$ cat src/rtl/fbra_pixel_scheduler.sv
`default_nettype none
// +-----------------------------------------------------------------------------+
// | Module   : fbra_pixel_scheduler                                             |
// | Purpose  : Per-pixel sequencer feeding channel samples to the beamforming   |
// |            core and returning its result over a valid/ready handshake.      |
// | Revision : 1.0                                                              |
// +-----------------------------------------------------------------------------+
module fbra_pixel_scheduler #(
   parameter int CHANNELS     = 128,
   parameter int CH_W         = 8,
   parameter int PIX_W        = 16,
   parameter int CORE_LATENCY = 12
) (
   input  logic                    clk,
   input  logic                    rst,
   input  logic                    i_req_valid,
   output logic                    o_req_ready,
   input  logic [PIX_W-1:0]        i_req_pixel,
   input  logic                    i_req_mode,
   output logic                    o_mem_rd_en,
   output logic [PIX_W-1:0]        o_mem_pixel,
   output logic [CH_W-1:0]         o_mem_chan,
   input  logic signed [15:0]      i_mem_rdata,
   output logic                    o_core_rst,
   output logic                    o_core_mode,
   output logic signed [15:0]      o_core_rfdata,
   input  logic signed [16:0]      i_core_bf_out,
   output logic                    o_out_valid,
   input  logic                    i_out_ready,
   output logic signed [16:0]      o_out_data,
   output logic [PIX_W-1:0]        o_out_pixel,
   output logic                    o_out_mode,
   output logic                    o_busy,
   output logic [PIX_W-1:0]        o_pixels_done
);

   localparam int              WAIT_W      = (CORE_LATENCY > 1) ? $clog2(CORE_LATENCY) : 1;
   localparam logic [CH_W-1:0]   c_last_chan = CH_W'(CHANNELS - 1);
   localparam logic [WAIT_W-1:0] c_wait_init = WAIT_W'(CORE_LATENCY - 1);

   typedef enum logic [2:0] {
      S_IDLE   = 3'd0,
      S_PRIME  = 3'd1,
      S_STREAM = 3'd2,
      S_DRAIN  = 3'd3,
      S_WAIT   = 3'd4,
      S_OUT    = 3'd5
   } state_t;

   state_t                 r_state;
   state_t                 w_state_nxt;

   logic [PIX_W-1:0]       r_pix;
   logic                   r_mode;
   logic [CH_W-1:0]        r_chan;
   logic [WAIT_W-1:0]      r_wait;
   logic signed [16:0]     r_out_data;
   logic [PIX_W-1:0]       r_out_pixel;
   logic                   r_out_mode;
   logic [PIX_W-1:0]       r_pixels_done;

   logic                   w_req_ready;
   logic                   w_rd_en;
   logic [CH_W-1:0]        w_mem_chan;
   logic                   w_core_rst;
   logic                   w_pass_sample;
   logic                   w_out_valid;

   always_ff @(posedge clk) begin
      if (rst) begin
         r_state <= S_IDLE;
      end else begin
         r_state <= w_state_nxt;
      end
   end

   always_comb begin
      w_state_nxt   = r_state;
      w_req_ready   = 1'b0;
      w_rd_en       = 1'b0;
      w_mem_chan    = '0;
      w_core_rst    = 1'b0;
      w_pass_sample = 1'b0;
      w_out_valid   = 1'b0;
      case (r_state)
         S_IDLE: begin
            w_req_ready = 1'b1;
            if (i_req_valid) begin
               w_state_nxt = S_PRIME;
            end
         end
         S_PRIME: begin
            w_core_rst  = 1'b1;
            w_rd_en     = 1'b1;
            w_state_nxt = S_STREAM;
         end
         // Read data lags the address by one cycle, so the core sees channel r_chan-1.
         S_STREAM: begin
            w_rd_en       = 1'b1;
            w_mem_chan    = r_chan;
            w_pass_sample = 1'b1;
            if (r_chan == c_last_chan) begin
               w_state_nxt = S_DRAIN;
            end
         end
         S_DRAIN: begin
            w_pass_sample = 1'b1;
            w_state_nxt   = S_WAIT;
         end
         S_WAIT: begin
            if (r_wait == '0) begin
               w_state_nxt = S_OUT;
            end
         end
         S_OUT: begin
            w_out_valid = 1'b1;
            if (i_out_ready) begin
               w_state_nxt = S_IDLE;
            end
         end
         default: begin
            w_state_nxt = S_IDLE;
         end
      endcase
   end

   always_ff @(posedge clk) begin
      if (rst) begin
         r_pix         <= '0;
         r_mode        <= 1'b0;
         r_chan        <= '0;
         r_wait        <= '0;
         r_out_data    <= '0;
         r_out_pixel   <= '0;
         r_out_mode    <= 1'b0;
         r_pixels_done <= '0;
      end else begin
         if (r_state == S_IDLE && i_req_valid) begin
            r_pix  <= i_req_pixel;
            r_mode <= i_req_mode;
         end
         if (r_state == S_PRIME) begin
            r_chan <= CH_W'(1);
         end else if (r_state == S_STREAM) begin
            r_chan <= r_chan + 1'b1;
         end
         if (r_state == S_DRAIN) begin
            r_wait <= c_wait_init;
         end else if (r_state == S_WAIT) begin
            r_wait <= r_wait - 1'b1;
         end
         if (r_state == S_WAIT && r_wait == '0) begin
            r_out_data  <= i_core_bf_out;
            r_out_pixel <= r_pix;
            r_out_mode  <= r_mode;
         end
         if (r_state == S_OUT && i_out_ready) begin
            r_pixels_done <= r_pixels_done + 1'b1;
         end
      end
   end

   // Reset is synchronous, so outputs are masked by rst to be quiet from its first cycle.
   assign o_req_ready   = w_req_ready & ~rst;
   assign o_mem_rd_en   = w_rd_en & ~rst;
   assign o_mem_pixel   = (w_rd_en && !rst) ? r_pix : '0;
   assign o_mem_chan    = rst ? '0 : w_mem_chan;
   assign o_core_rst    = rst | w_core_rst;
   assign o_core_mode   = r_mode & ~rst;
   assign o_core_rfdata = (w_pass_sample && !rst) ? i_mem_rdata : '0;
   assign o_out_valid   = w_out_valid & ~rst;
   assign o_out_data    = rst ? '0 : r_out_data;
   assign o_out_pixel   = rst ? '0 : r_out_pixel;
   assign o_out_mode    = r_out_mode & ~rst;
   assign o_busy        = (r_state != S_IDLE) & ~rst;
   assign o_pixels_done = rst ? '0 : r_pixels_done;

endmodule
`default_nettype wire

$ cat config.mk
export PLATFORM = sky130hd
export DESIGN_NAME = fbra_pixel_scheduler
export DESIGN_NICKNAME = d
export VERILOG_FILES = /design/src/rtl/fbra_pixel_scheduler.sv
export SDC_FILE = /design/constraint.sdc
export NUM_CORES = 1
export LEC_CHECK = 0
export CAP_MARGIN = 15
export CORE_MARGIN = 1.5
export CORE_UTILIZATION = 44
export DETAILED_ROUTE_END_ITERATION = 10
export PLACE_DENSITY = 0.84
export REMOVE_ABC_BUFFERS = 1
export SYNTH_ARGS = -nofsm -noshare
export SYNTH_HDL_FRONTEND = slang
export SYNTH_SLANG_ARGS = --single-unit
$ cat constraint.sdc
create_clock -name clk -period 2.4 [get_ports clk]
set_clock_uncertainty 0.2 [all_clocks]
set_input_delay 0.24 -clock clk [delete_from_list [all_inputs] [get_ports clk]]
set_output_delay 0.24 -clock clk [all_outputs]
set_load 0.01 [all_outputs]
# [Word level (Yosys, flattened, before mapping)]
# Cells that the tools add are included.
[totals] output_inout_bits=96 elab_cells=69 input_bits=54 reg_bits=82
[classes] bitwise_logic=8 n_reduce_logical=16 n_eq_ne=10 mux=21 n_addsub=3
[ops] cell="2-to-1 mux 16 bit" n=4
[ops] cell="case mux 3 bit (6 select lines)" n=1
[ops] cell="2-to-1 mux 17 bit" n=1
[ops] cell="adder 16 x 1 -> 16 bit, second input constant" n=1
[ops] cell="2-to-1 mux 8 bit" n=2
[ops] cell="2-to-1 mux 3 bit" n=4
[ops] cell="adder 8 x 1 -> 8 bit, second input constant" n=1
[ops] cell="== test 8 x 7 -> 1 bit, second input constant" n=1
[ops] cell="2-to-1 mux 4 bit" n=2
[ops] cell="OR reduction 2 bit" n=4
[ops] cell="2-to-1 mux 1 bit" n=7
[ops] cell="bitwise AND 1 bit" n=6
[ops] cell="== test 3 x 2 -> 1 bit, second input constant" n=2
[ops] cell="== test 3 bit, second input constant" n=2
[ops] cell="inequality test 2 bit, second input constant" n=3
[ops] cell="logical AND 1 bit" n=5
[ops] cell="logical NOT 4 bit" n=1
[ops] cell="AND reduction 4 bit" n=1
[ops] cell="nonzero test 2 bit" n=2
[ops] cell="subtractor 4 x 1 -> 4 bit, second input constant" n=1
[ops] cell="== test 3 x 1 -> 1 bit, second input constant" n=1
[ops] cell="logical NOT 3 bit" n=1
[ops] cell="nonzero test 3 bit" n=1
[ops] cell="inequality test 2 x 1 -> 1 bit, second input constant" n=1
[ops] cell="other kinds (3)" n=3

# [Longest topological paths before layout]
# Gate-level depths: netlist of run 1.
[depth] depth_word=5 depth_mapped=7 depth_no_buf=5

# [Worst setup path after synthesis of run 1]
# OpenSTA, ideal clock, no wires.
[synth_timing] path_type="register to output" start="register r_state[0]" end="output port o_mem_chan[0]" slack_ps=595 t_required_ps=1960 n_path_buf=2 stages_incl_launch_ff=6 arrival_ps=1365 path_cell_list="dfxtp_1 -> buf_4 -> or3b_1 -> clkbuf_1 -> nor2_1 -> and2_1"
[synth_via] elab_chain_len=3
[synth_lines] item="start: declaration" line_no="50" text="state_t r_state;"
[synth_lines] item="start signal: assignment" line_no="73" text="r_state <= w_state_nxt;"
[synth_lines] item="== test 3 x 2 -> 1 bit" line_no="85" text="case (r_state)"
[synth_lines] item="2-to-1 mux 8 bit" line_no="85"
[synth_lines] item="2-to-1 mux 8 bit" line_no="167" text="assign o_mem_chan = rst ? '0 : w_mem_chan;"
[synth_lines] item="end: declaration" line_no="22" text="output logic [CH_W-1:0] o_mem_chan,"
# No other way between the ends.

# [Final worst setup path of run 1]
[layout_timing] start="register r_state[1]" end="output port o_mem_rd_en"
[layout_via] elab_chain_len=4 elab_cells_between_ends=5 cone_classes="2 x eq/ne; 1 x mux; 1 x bitwise; 1 x reduce/logical"
[layout_lines] item="== test 3 x 1 -> 1 bit or == test 3 x 2 -> 1 bit (tied branches)" line_no="85"
[layout_lines] item="OR reduction 2 bit (no source line) *"
[layout_lines] item="2-to-1 mux 1 bit *" line_no="85"
[layout_lines] item="bitwise AND 1 bit *" line_no="165" text="assign o_mem_rd_en = w_rd_en & ~rst;"
[layout_lines] item="end: declaration" line_no="20" text="output logic o_mem_rd_en,"
# Every way passes the cells marked *; elsewhere a longest branch is shown, timed or not.

==> flow_summary_export.csv, run 1 <==
group,metric,value,unit
synthesis,synth-seq-cells,82,
final_layout,syn2layout_area_growth,47.3,%
synthesis,yosysSeqAreaShare,42.3,%
synthesis,synth-simple-area-share,37.8,%
detailed_routing,viasPerCell,4.97,
worst_hold_path,hold_class,"primary input to flip-flop",
flow_run,maxCapViolations,0,
detailed_routing,remaining_drc_errors,0,
synthesis,yosysUniqueCellTypes,40,
setup_path,rr_worst_depth,5,
floorplan,coreArea,8640,um2
detailed_routing,drt.antenna.violating_nets,0,
placed_design,dp.final_hpwl,6.95,mm
setup_path,arrival,1.88,ns
grt,grt_overflow,0,
grt,grt_first_pass_wirelength,16.2,mm
synthesis,syn_inst,510,
synthesis,synth-compound-area-share,10.4,%
synthesis,synth_top_cell_by_area,"dfxtp_1",
placed_design,io_buffers,149,
timing,rsz0062_at_grt,"false",
setup_path,r2r_slack,0.43,ns
setup_path,reg2reg_from,"r_state[2]",
cts,cts_tree,"done",
detailed_routing,vias,3810,
cts,clk_latency,0.34,ns
synthesis,synth_xor_area_share,2.93,%
power_and_ir_drop,seqPwrFrac,52.3,%
floorplan,io_pins,150,
cts,holdBufCountCts,0,
cts,clock-sinks,82,
setup_path,critPathMaxFanout,20,
setup_path,crit_path_end,"o_mem_rd_en",
cts,root_buffer,"clkbuf_8",
timing,tightest_slew,0.645,ns
power_and_ir_drop,power_density,479,nW/um2
floorplan,dieArea,9400,um2
synthesis,synthFlopType,"dfxtp_1",
setup_path,critPathLaunch,"r_state[1]",
grt,grt_pass1_vias,3554,
final_layout,drive_gt1_share,7.13,%
synthesis,syn_avg_cell_area,7.62,um2
synthesis,netlist.area_leader.share,42.3,%
floorplan,initial_core_util,45.0,%
synthesis,synth_top_family_by_area,"simple AND/OR/NAND/NOR gates",
final_layout,seqCellArea,1650,um2
timing,worst_hold_slack,0.0287,ns
setup_path,endpoint_kind,"primary output",
detailed_routing,drt_iter0_markers,117,
power_and_ir_drop,p_sw,744,uW
setup_path,rr_endpoint,"r_pixels_done[15]",
power_and_ir_drop,leakagePower,0.00237,uW
grt,antenna_found_initial,0,
synthesis,synth_edf_count,0,
timing,hold_violations,0,
grt,grt_usage,20.5,%
synthesis,synthTopCellsByArea,"dfxtp_1, nand2_1, nor2b_1",
detailed_routing,wl,9.77,mm
synthesis,async_flop_share,0,%
timing,setup_viol_count_final,0,
cts,cts_buffers,9,
power_and_ir_drop,p_comb_share,15.7,%
timing,slew_headroom,56.9,%
timing,setup_tns,0,ns
floorplan,rows,34,
floorplan,fp.dieH,97.0,um
grt,grt_max_degree,61,
synthesis,synthMuxAreaShare,1.13,%
cts,htreeDepth,3,
synthesis,synthAdderAreaFrac,0.966,%
final_layout,antenna_cells,0,
timing,finalCriticalPeriod,2.32,ns
detailed_routing,wl_per_cell,12.7,um
timing,slew_viol_final,0,
placed_design,gp_congestion,0.814,
power_and_ir_drop,power_switching_share,27.1,%
power_and_ir_drop,power.internal,2000,uW
detailed_routing,drt-pass1-iter-count,4,
final_layout,nNetsFinal,711,
setup_path,critPathKind,"flip-flop to primary output",
cts,clock_path_buffers,2,
final_layout,fillers,732,
timing,timing.final.crit_share,96.6,%
setup_path,start_kind,"flip-flop",
power_and_ir_drop,peakVddDrop,255,uV
synthesis,netlist_area,3880,um2
floorplan,die_width,97.0,um
setup_path,worstPathRequired,1.96,ns
final_layout,multi_input_area,2100,um2
synthesis,yosysWarnings,0,
cts,clkSlewWorstSetupHoldPaths,0.08,ns
timing,postLayoutSetupSlackWorst,0.0817,ns
final_layout,utilization,66.3,%
placed_design,dp_slack,0.0852,ns
outcome,status,"completed",
power_and_ir_drop,clkPwrFrac,32.0,%
timing,achievable-frequency,431,MHz
==> cell type report <==
cell class	count	area share, %
clock inverter	6	0.721
timing repair buffer	168	28.9
tap	108	2.36
inverter	4	0.262
sequential	82	28.7
clock buffer	10	2.23
multi-input combinational	389	36.8
==> cells in the mapped netlist, types with 2 or more instances <==
cell / instances
nand2_1: 120
o21ai_0: 8
dfxtp_1: 82
and3_1: 3
nor3_1: 10
or4_1: 5
inv_1: 4
mux2_2: 3
and2_1: 43
xnor2_1: 6
nor2_1: 31
xor2_1: 7
ha_1: 3
nor3b_1: 4
or3_1: 2
a21oi_1: 60
nor2b_1: 51
nor4_1: 3
nand4_1: 4
and4_1: 2
buf_2: 10
clkbuf_1: 21
buf_1: 3
nand3_1: 9
==> what timing repair did <==
| item | CTS | global route |
|---|---|---|
| cloned | 1 | 0 |
| pin swaps | 1 | 2 |
| setup endpoints to repair | 41 | 12 |
| gates resized for setup | 37 | 12 |
| buffers inserted | 1 | 5 |
==> power by group through the flow <==
stage / clock network [uW] / logic, uW / registers, uW
2_1_floorplan: 0 / 163 / 1470
3_3_place_gp: 0 / 410 / 1460
3_5_place_dp: 0 / 419 / 1460
4_1_cts: 906 / 425 / 1430
5_1_grt: 969 / 476 / 1440
6_report: 877 / 431 / 1430
==> cells by family after synthesis <==
group	after synthesis
AO/OA/AOI/OAI	76
flip-flops	82
multiplexers	4
XOR/XNOR	13
AND/OR/NAND/NOR	292
buffers and inverters	40
adder cells (fa/ha/maj)	3
==> layout by cell type (no fill, tap or decap), drive strengths merged, types with 2 or more instances in the layout <==
cell and count:
nor2 32, nand3 9, nor3b 4, dlymetal6s2s 8
clkbuf 10, mux2 3, clkdlybuf4s50 111, and4 2
nand4 6, xnor2 6, a21oi 60, buf 20
nor4 3, ha 3, dlygate4sd2 29, dfxtp 82
nand2 120, clkinvlp 3, o21ai 8, and2 43
inv 5, xor2 7, and3 3, nor2b 51
nor3 10, clkinv 2, or3 2, or4 5
==> layer usage <==
metal | routed length, um | vias to the layer above | global-route usage [%]
met5 | 0 | - | 0
met4 | 69 | 0 | 4.68
met3 | 527 | 5 | 4.55
met2 | 4930 | 116 | 36.7
met1 | 4250 | 1742 | 25.0
li1 | - | 1947 | -
==> per-stage QoR <==
stage,total power (uW),std cells,cell area [um2]
after floorplan,1630,474,3730
after CTS,2760,762,5650
after detailed placement,1880,744,5480
after global placement,1870,744,5480
after global routing,2890,767,5720
final,2740,767,5720
==> worst max-delay path, cell delays in order, from the launching register on <==
cell             delay [ns]
dfxtp_1                0.34
buf_6                  0.18
xnor2_1                0.11
nor3_2                 0.16
buf_6                  0.20
clkdlybuf4s50_1        0.55
==> registers in the layout (all words and copies together) (netlist names), 3 cells and up <==
name	cells
r_state	3
r_wait	4
r_out_pixel	16
r_pix	16
r_pixels_done	16
r_chan	8
r_out_data	17
==> how the worst min path moves through the flow <==
stage              startpoint                to  depth (start not counted)
2_1_floorplan             rst            r_mode                          1
3_3_place_gp    r_out_data[5]     r_out_data[5]                          2
3_5_place_dp   r_out_pixel[6]    r_out_pixel[6]                          2
4_1_cts                   rst  r_pixels_done[2]                          2
5_1_grt                   rst  r_pixels_done[2]                          2
6_report                  rst  r_pixels_done[2]                          2
No activity file was read; power rests on OpenSTA's default activity.
==> run 2: changes to the inputs <==
- MAX_ROUTING_LAYER: default -> met4
- SLEW_MARGIN: default -> 20
==> run 2 against run 1 <==
Die area unchanged; sequential share of layout area unchanged; power up 0.26%; wire length up 0.62%; via count about the same; sequential power about the same; clock power up 0.7%; design area unchanged; clock-buffer cell count unchanged; register-to-register slack about the same; largest cell class unchanged; largest power group unchanged.
==> flow_summary_export.csv, run 2 (same netlist as run 1, synthesis figures left out) <==
group,metric,value,unit
detailed_routing,drt-pass1-iter-count,4,
power_and_ir_drop,power_density,480,nW/um2
cts,clock-sinks,82,
timing,timing.final.crit_share,97.2,%
floorplan,coreArea,8640,um2
floorplan,fp.dieH,97.0,um
final_layout,syn2layout_area_growth,47.3,%
setup_path,crit_family,"buffers and inverters",
final_layout,stdcell_count,767,
power_and_ir_drop,p_comb_share,15.7,%
floorplan,io_pins,150,
final_layout,antenna_cells,0,
cts,root_buffer,"clkbuf_8",
final_layout,utilization,66.3,%
placed_design,placedCellCount,744,
power_and_ir_drop,peakVddDrop,255,uV
timing,setup_viol_count_final,0,
floorplan,rows,34,
setup_path,endpoint_kind,"primary output",
cts,cts_buffers,9,
grt,antenna_found_initial,0,
detailed_routing,drt.antenna.violating_nets,0,
power_and_ir_drop,seqPwrFrac,52.2,%
final_layout,final_area,5720,um2
setup_path,crit_path_max_incr_delay,0.55,ns
detailed_routing,vias,3808,
cts,cts_tree,"done",
final_layout,drive_gt1_share,7.13,%
cts,htreeDepth,3,
worst_hold_path,hold_class,"primary input to flip-flop",
placed_design,gp_congestion,0.826,
timing,finalCriticalPeriod,2.33,ns
setup_path,arrival,1.89,ns
setup_path,critPathMaxFanout,20,
power_and_ir_drop,clkPwrFrac,32.1,%
detailed_routing,wl,9.83,mm
final_layout,largest_reg_flops,17,
setup_path,start_kind,"flip-flop",
power_and_ir_drop,leakagePower,0.00237,uW
detailed_routing,wl_per_cell,12.8,um
placed_design,placed_area,5480,um2
outcome,status,"completed",
placed_design,dp.final_hpwl,6.95,mm
final_layout,final_cell_mix,"nand2_1, clkdlybuf4s50_1, dfxtp_1",
final_layout,largest_register,"r_out_data",
detailed_routing,viasPerCell,4.96,
floorplan,dieArea,9400,um2
timing,achievable-frequency,429,MHz
grt,grt_pass1_vias,3551,
timing,slew_viol_final,0,
cts,clk_latency,0.35,ns
final_layout,nNetsFinal,711,
setup_path,worstPathRequired,1.96,ns
grt,grt_usage,21.1,%
setup_path,path_cells,"buf_6 -> xnor2_1 -> nor3_2 -> buf_6 -> clkdlybuf4s50_1",
setup_path,critPathKind,"flip-flop to primary output",
floorplan,die_width,97.0,um
power_and_ir_drop,power.internal,2000,uW
setup_path,crit_path_frequent_cell,"buf_6",
floorplan,initial_core_util,45.0,%
final_layout,final_common_cell,"nand2_1",
grt,grt_first_pass_wirelength,16.2,mm
grt,grt_max_degree,61,
cts,holdBufCountCts,0,
timing,tightest_slew,0.653,ns
setup_path,cp_slowest_cell,"clkdlybuf4s50_1",
flow_run,maxCapViolations,0,
timing,slew_headroom,56.4,%
detailed_routing,drt_iter0_markers,98,
power_and_ir_drop,power_switching_share,27.3,%
timing,hold_violations,0,
detailed_routing,remaining_drc_errors,0,
power_and_ir_drop,p_sw,751,uW
setup_path,crit_buf_inv,3,
cts,clock_path_buffers,2,
cts,clkSlewWorstSetupHoldPaths,0.08,ns
timing,setup_tns,0,ns
placed_design,io_buffers,149,
grt,grt_overflow,0,
timing,rsz0062_at_grt,"false",
run 2: stage by stage:
stage	power [uW]	hold slack, ns	setup WS (ns)
after floorplan	1630	0.109	0.199
after global placement	1870	0.237	0.162
after detailed placement	1880	0.242	0.0852
after CTS	2760	0.0137	0.00216
after global routing	2880	0.0354	0.00169
final	2750	0.0156	0.0668
run 2: path summary, 6_finish.rpt:
check	slack, ns	cells after the start	start	endpoint
max	0.07	5	r_state[1]	o_mem_rd_en
min	0.02	2	rst	r_pixels_done[2]
max reg2reg	0.43	5	r_state[2]	r_pixels_done[15]
min reg2reg	0.25	2	r_out_pixel[6]	r_out_pixel[6]
run 2: power by group through the flow:
stage / Clock (uW) / Sequential [uW] / Combinational [uW]
global route: 967 / 1440 / 476
detailed placement: 0 / 1460 / 419
floorplan: 0 / 1470 / 163
CTS: 906 / 1430 / 425
global placement: 0 / 1460 / 410
finish: 883 / 1430 / 431
run 2: repair_timing:
item,CTS,global route
cloned,1,0
setup endpoints to repair,41,12
gates resized for setup,37,12
pin swaps,1,2
setup buffers,1,5
run 2: cell type report:
cell class              count  area, um2
flip-flops and latches     82       1650
multi-input cells         389       2100
inverters                   4       15.0
clock inverters             6       41.3
repair buffers            168       1660
fillers                   735       2910
clock buffers              10        128
well taps                 108        135
run 2: per-layer routing:
layer  share of wire (%)  track usage (%)
met5                   0                -
met4                 1.3             4.68
met3                 4.6             4.19
met2                  50             36.7
met1                  44             25.1
==> run 3: changes to the inputs <==
- CTS_CLUSTER_SIZE: default -> 30
==> results of run 3 <==
No change in the layout: final DEF, timing and power equal those of run 2.
